**config.mk**
```make
export PLATFORM = sky130hd
export DESIGN_NAME = uart_tx
export DESIGN_NICKNAME = d
export VERILOG_FILES = /design/src/rtl/uart_tx.sv
export SDC_FILE = /design/constraint.sdc
export NUM_CORES = 1
export LEC_CHECK = 0
export CORE_MARGIN = 2
export CORE_UTILIZATION = 58
export CTS_CLUSTER_DIAMETER = 80
export CTS_CLUSTER_SIZE = 20
export DETAILED_ROUTE_END_ITERATION = 12
export PLACE_DENSITY = 0.82
export SLEW_MARGIN = 20
export SYNTH_ARGS = -nofsm -noshare
export SYNTH_HDL_FRONTEND = slang
export SYNTH_SLANG_ARGS = --single-unit
```
**constraint.sdc**
```tcl
create_clock -name clk -period 3 [get_ports clk]
set_input_delay 0.6 -clock clk [delete_from_list [all_inputs] [get_ports clk]]
set_output_delay 0.6 -clock clk [all_outputs]
set_load 0.02 [all_outputs]
```
**src/rtl/uart_tx.sv**
```systemverilog
`default_nettype none
// ============================================================================
// Module   : uart_tx
// Purpose  : 8N1/8N2 UART transmitter with valid/ready byte input.
//            Optional even parity bit when UART_TX_PARITY_EN is defined.
// Revision : 1.0 - initial release
// ============================================================================

module uart_tx #(
  parameter int CLKS_PER_BIT = 868,
  parameter int STOP_BITS    = 1
) (
  input  logic       clk,
  input  logic       rst,
  input  logic       axiiv,
  input  logic [7:0] axiid,
  output logic       axior,
  output logic       axiod,
  output logic       tx_done
);

  localparam int                BAUD_W    = (CLKS_PER_BIT > 1) ? $clog2(CLKS_PER_BIT) : 1;
  localparam logic [BAUD_W-1:0] BAUD_LAST = BAUD_W'(CLKS_PER_BIT - 1);
  localparam logic [2:0]        STOP_LAST = 3'(STOP_BITS - 1);

`ifdef UART_TX_PARITY_EN
  typedef enum logic [2:0] {
    S_IDLE   = 3'd0,
    S_START  = 3'd1,
    S_DATA   = 3'd2,
    S_PARITY = 3'd3,
    S_STOP   = 3'd4
  } state_t;
`else
  typedef enum logic [1:0] {
    S_IDLE  = 2'd0,
    S_START = 2'd1,
    S_DATA  = 2'd2,
    S_STOP  = 2'd3
  } state_t;
`endif

  state_t              state_q, state_d;
  logic [BAUD_W-1:0]   baud_q, baud_d;
  logic [2:0]          bit_q, bit_d;
  logic [7:0]          shift_q, shift_d;
  logic                axiod_q, axiod_d;
  logic                axior_q, axior_d;
  logic                baud_last;
`ifdef UART_TX_PARITY_EN
  logic                parity_q, parity_d;
`endif

  assign baud_last = (baud_q == BAUD_LAST);
  assign axiod     = axiod_q;
  assign axior     = axior_q;

  always_comb begin
    state_d = state_q;
    baud_d  = baud_last ? '0 : baud_q + 1'b1;
    bit_d   = bit_q;
    shift_d = shift_q;
    tx_done = 1'b0;
`ifdef UART_TX_PARITY_EN
    parity_d = parity_q;
`endif

    case (state_q)
      S_IDLE: begin
        baud_d = '0;
        bit_d  = '0;
        if (axiid_accept(axiiv, axior_q)) begin
          shift_d = axiid;
`ifdef UART_TX_PARITY_EN
          parity_d = ^axiid;
`endif
          state_d = S_START;
        end
      end
      S_START: begin
        if (baud_last) state_d = S_DATA;
      end
      S_DATA: begin
        if (baud_last) begin
          shift_d = {1'b0, shift_q[7:1]};
          bit_d   = bit_q + 3'd1;
          if (bit_q == 3'd7) begin
            bit_d = '0;
`ifdef UART_TX_PARITY_EN
            state_d = S_PARITY;
`else
            state_d = S_STOP;
`endif
          end
        end
      end
`ifdef UART_TX_PARITY_EN
      S_PARITY: begin
        if (baud_last) state_d = S_STOP;
      end
`endif
      S_STOP: begin
        // bit_q counts stop bits here; the frame ends on the last one's final clock
        if (baud_last) begin
          if (bit_q == STOP_LAST) begin
            state_d = S_IDLE;
            bit_d   = '0;
            tx_done = 1'b1;
          end else begin
            bit_d = bit_q + 3'd1;
          end
        end
      end
      default: state_d = S_IDLE;
    endcase

    // Line is driven from the current state, so it lags the state by one clock
    axiod_d = 1'b1;
    case (state_q)
      S_START:  axiod_d = 1'b0;
      S_DATA:   axiod_d = shift_q[0];
`ifdef UART_TX_PARITY_EN
      S_PARITY: axiod_d = parity_q;
`endif
      default:  axiod_d = 1'b1;
    endcase

    axior_d = (state_d == S_IDLE);
  end

  function automatic logic axiid_accept(input logic valid, input logic ready);
    return valid && ready;
  endfunction

  always_ff @(posedge clk) begin
    if (rst) begin
      state_q  <= S_IDLE;
      baud_q   <= '0;
      bit_q    <= '0;
      shift_q  <= '0;
      axiod_q  <= 1'b1;
      axior_q  <= 1'b0;
`ifdef UART_TX_PARITY_EN
      parity_q <= 1'b0;
`endif
    end else begin
      state_q  <= state_d;
      baud_q   <= baud_d;
      bit_q    <= bit_d;
      shift_q  <= shift_d;
      axiod_q  <= axiod_d;
      axior_q  <= axior_d;
`ifdef UART_TX_PARITY_EN
      parity_q <= parity_d;
`endif
    end
  end

endmodule

`default_nettype wire

```
# After elaboration in Yosys (flattened, before gate mapping)
# Index checks and enable logic that the tools add are counted.
# word_totals
wordCells	44
mem_bits_ro	0
latch_bits	0
output_inout_bits	3
ff_bits	25
mem_count	0
ram_bits	0
inputBits	11
# op_classes
n_mul	0
n_lt_le_gt_ge	0
n_mux	19
n_reduce_logical	9
bitwise	0
n_addsub	2
div	0
n_shift	0
n_eq_ne	8
# ops
cell	n
8-bit two-way mux	2
8-bit one-hot mux with 2 select lines	1
2-bit two-way mux	6
3-bit two-way mux	4
10-bit by 1-bit adder with 10-bit output, second input constant	1
10-bit equality test, second input constant	1
3-bit one-hot mux with 3 select lines	1
2-bit one-hot mux with 4 select lines	1
2-bit != test, second input constant	3
3-bit AND reduction	2
2-bit equality test, second input constant	2
2-bit logical NOT	2
3-bit by 1-bit adder with 3-bit output, second input constant	1
3-bit equality test, second input constant	1
3-bit logical NOT	1
1-bit two-way mux	3
3-bit nonzero test	1
3-bit OR reduction	1
2-bit by 1-bit equality test with 1-bit output, second input constant	1
1-bit one-hot mux with 2 select lines	1
2-bit nonzero test	1
1-bit logical AND	1

# Longest topological paths before layout
# depth
depth_word	5
ltp_mapped	7
ltp_nobuf	6

# Worst setup path after synthesis
# OpenSTA, ideal clock, no wires.
# synth_path
kind	reg2out
startpoint	register baud_q[0]
endpoint	output port tx_done
path_stages_with_launch	6
n_path_buf	1
arrival_ns	1.330
slack_ns	1.070
path_cell_list	dfxtp_1 ha_1 nor3b_2 and3_1 buf_2 and3_4
# synth_via
elab_chain_cells	3
# synth_lines
item	line	rtl
start, declared	44	logic [BAUD_W-1:0] baud_q, baud_d;
start signal, assigned	148	baud_q <= baud_d;
10-bit equality test	54	assign baud_last = (baud_q == BAUD_LAST);
1-bit two-way mux	104	if (baud_last) begin
1-bit two-way mux	68	case (state_q)
end, declared	19	output logic tx_done
# Every way passes these cells.

# Worst setup path in the final report
# Ends and elaborated chain as after synthesis.

==> PnR_summary.wiki <==
{| class="wikitable"
! Metric !! Value
|-
| Post-synthesis share of cell area spent on xor and xnor gates || between 5 and 6%
|-
| Top cells by area, synth || dfxtp_1 40%, nand2_1 6.3%, a41o_1 5.6%
|-
| Number of distinct library cells after synthesis || 34
|-
| Pre-CTS setup slack || 0.393 ns
|-
| HP Start || baud_q[0]$_SDFF_PP0_
|-
| Final instance area || 1400 sq um
|-
| Leakage || about 0.58 nW
|-
| DRT Wirelength || roughly 2300 um
|-
| Number of buffers created by CTS || 3
|-
| M3 GR Usage || 3.57%
|-
| Layout Cells excl Fill || roughly 180
|-
| Area added between synthesis and finish || 11.9%
|-
| Effective utilization at floorplan || between 60% and 70%
|-
| Highest net fanout along the worst path || 7
|-
| Placed insts || between 150 and 200
|-
| Post-Synth Simple-Gate Area || around 27%
|-
| Path class of the lowest-slack min-delay path || reg2reg
|-
| Share of synthesized cell area in full adder, half adder and majority cells || 4.01%
|-
| Fin Clk Skew || 0.00957 ns
|-
| DRT antenna net count || 0
|-
| Fmax || approximately 0.35 GHz
|-
| Ratio of total power to cell area || ~400 nW/um^2
|-
| Startpoint class of the critical path || flip-flop
|-
| Final total power || 0.560 mW
|-
| Clock slew seen by the registers of the worst setup and hold paths || about 0.14 ns
|-
| Most used routing layer in global routing || met2
|-
| Starting DRC count in detailed routing || 18
|-
| Number of iterations in the first detailed-routing pass || 4
|-
| Final setup fails || 0
|-
| Netlist area before placement || approximately 1200 sq um
|-
| Syn Nets || 154
|-
| Largest family of logic cells by synthesized area || simple AND/OR/NAND/NOR gates
|-
| Worst Reg-to-Reg Cells || 4
|-
| Capture instance of the worst register-to-register path || shift_q[3]$_SDFFE_PP0P_
|-
| Mux contribution to synthesized area || 0%
|-
| Kind of end point of the critical path || primary output
|-
| Maximum count of clock buffers along a single path || 2
|-
| Critical setup path kind || reg2out
|-
| Sequential area share after synthesis || between 40% and 50%
|-
| Vias in the first global route || approximately 900
|-
| Die outline height || 50.4 um
|-
| Origin of the critical flop-to-flop path || state_q[1]$_SDFF_PP0_
|-
| TritonCTS clock tree || yes
|-
| Top cell type by total area after synthesis || dfxtp_1
|-
| Global Route Usage Sum || 20.9%
|-
| Cell with the largest stage delay on the worst path || clkdlybuf4s50_1
|-
| Core footprint || 2000 sq um
|-
| Total negative slack || 0 ns
|-
| Family with the most delay on the worst path || simple AND/OR/NAND/NOR gates
|-
| Width of the die || 50.4 um
|-
| Cells traversed along the worst timing path || ha_1 -> nor3b_4 -> and3_2 -> and3_4 -> clkdlybuf4s50_1
|-
| Top Ports || 14
|-
| Global-route wire length before repair || roughly 4000 um
|-
| Final period util || 96.5%
|-
| Delay of the slowest cell on the worst path || 0.60 ns
|-
| Number of slew-limit violations in the final report || 0
|-
| Capture endpoint of the worst hold path || baud_q[0]$_SDFF_PP0_
|-
| Smallest hold slack || 0.471 ns
|-
| Synth warn || 0
|-
| Headroom to the max-slew limit || 61.2%
|-
| Worst EP required || 2.40 ns
|-
| Vias per inst || around 5.7
|-
| Buffers on Ports || 13
|-
| Gate count of the mapped netlist || 139
|-
| Register bit total from synthesis || 25
|-
| Wirelength per Cell || 13.3 um
|-
| Synth Area per Inst || 8.97 sq um
|-
| Worst-skew pair later-pin latency || 0.33 ns
|-
| Initial antenna violation count || 0
|-
| Post-route minimum period || slightly below 3 ns
|-
| Synth Area in Compound Gates || 16.6%
|-
| Number of H-tree levels || 1
|-
| Post-layout util || a little over two thirds
|-
| Diodes inserted || 0
|-
| Detailed placement HPWL || 1670 um
|-
| Area post-placement || 1360 sq um
|-
| Number of DRC violations after detailed routing || 0
|-
| Total grt overflow || 0
|-
| Total number of clock tree sinks || 25
|-
| Cell chosen for the clock root || clkbuf_4
|-
| Arrival time at the worst endpoint || approximately 2.3 ns
|-
| Result of the run || completed
|-
| GR met1 Demand/Resource || 25.4%
|-
| Vias after detailed routing || 999
|-
| Maximum vdd ir drop || 0.000279 V
|-
| Post-CTS Setup Bufs || 0
|-
| Slew at the pin closest to its max-slew limit || about 0.58 ns
|-
| Top cell type's share of synthesized area || about 40%
|-
| Largest net degree at the start of global routing || 16
|-
| Total number of placement rows || 16
|-
| Number of hold-slack violations in the final timing report || 0
|-
| Count of nets after finishing || 165
|-
| Critical path buffers and inverters || 1
|-
| Setup slack, reg-to-reg || 1.20 ns
|-
| Full die area || 2540 sq um
|-
| Fraction of layout cells with a size suffix above 1 || 8.05%
|-
| Maxcap violations || 0
|-
| Worst Slack Setup Final || 0.104 ns
|-
| Routability-driven placement congestion ratio || 0.793
|-
| Instance count along the most critical hold path || 1
|-
| M2 GR Usage || 36.0%
|}
[cell usage after synthesis (all sizes together)]
master  number
a21o         1
a21oi        5
a221oi       7
a31oi        1
a41o         7
and2         2
and2b        1
and3         4
and3b        1
and4bb       1
buf          6
clkbuf       2
dfxtp       25
ha           4
inv          6
nand2       21
nand2b       3
nand3        7
nand3b       1
nand4        4
nor2        13
nor3         3
nor3b        1
nor4         1
o211a        1
o21ai        3
xnor2        5
xor2         3
[how the worst max path moves through the flow]
| stage | from | end | slack (ns) | cells after the start |
|---|---|---|---|---|
| 2_1_floorplan | baud_q[0]$_SDFF_PP0_ | tx_done | 1.07 | 5 |
| 3_3_place_gp | baud_q[0]$_SDFF_PP0_ | tx_done | 0.47 | 5 |
| 3_5_place_dp | baud_q[0]$_SDFF_PP0_ | tx_done | 0.39 | 5 |
| 4_1_cts | baud_q[0]$_SDFF_PP0_ | tx_done | 0.05 | 5 |
| 5_1_grt | baud_q[0]$_SDFF_PP0_ | tx_done | -0.0009 | 5 |
| 6_report | baud_q[0]$_SDFF_PP0_ | tx_done | 0.10 | 5 |
[per-layer routing]
layer | vias to the layer above | share of wire, %
met5 | - | 0
met2 | 22 | 47
li1 | 519 | -
met1 | 454 | 48
met3 | 4 | 3.7
met4 | 0 | 1.3
[final cells by class]
cell class | count | area [sq um]
fillers | 167 | 606
clock buffers | 4 | 26.3
well taps | 27 | 33.8
flip-flops and latches | 25 | 500
multi-input cells | 100 | 676
repair buffers | 14 | 138
inverters | 6 | 22.5
[cells by family after synthesis]
kind of cell | Yosys count
simple gates | 63
compound gates | 25
flops | 25
buf+inv | 14
xor+xnor | 8
fa+ha+maj | 4
[placed cells by master, fill, tap and decap left out, drive strengths merged, types with 2 or more instances in the layout]
cell,instances
and3,4
nand4,4
dfxtp,25
xor2,3
o21ai,3
clkbuf,4
nand2b,3
nor2,13
inv,6
a221oi,7
xnor2,5
and2,2
a21oi,5
clkdlybuf4s50,13
nand3,7
ha,4
nand2,21
nor3,3
a41o,7
[flip-flops by register name, indices dropped and copies added (netlist names)]
register	flops
axiod	1
state_q	2
shift_q	8
axior	1
bit_q	3
baud_q	10
[report_power, final]
group	switching, mW	total, mW	internal, mW	leakage, nW
logic	0.0270	0.0555	0.0285	0.360
clock network	0.104	0.156	0.0522	0.0150
registers	0.00604	0.348	0.342	0.203
[worst register-to-register path, stage by stage, from the launching register on]
cell      delay (ns)
dfxtp_1         0.53
and2b_1         0.42
nand4_4         0.28
a221oi_1        0.39
a41o_1          0.13
[timing repair]
item	in CTS	in global routing
pin swaps	0	0
setup endpoints to repair	1	1
hold buffers	0	0
gates resized for setup	1	1
Power figures use the tool's default switching activity.
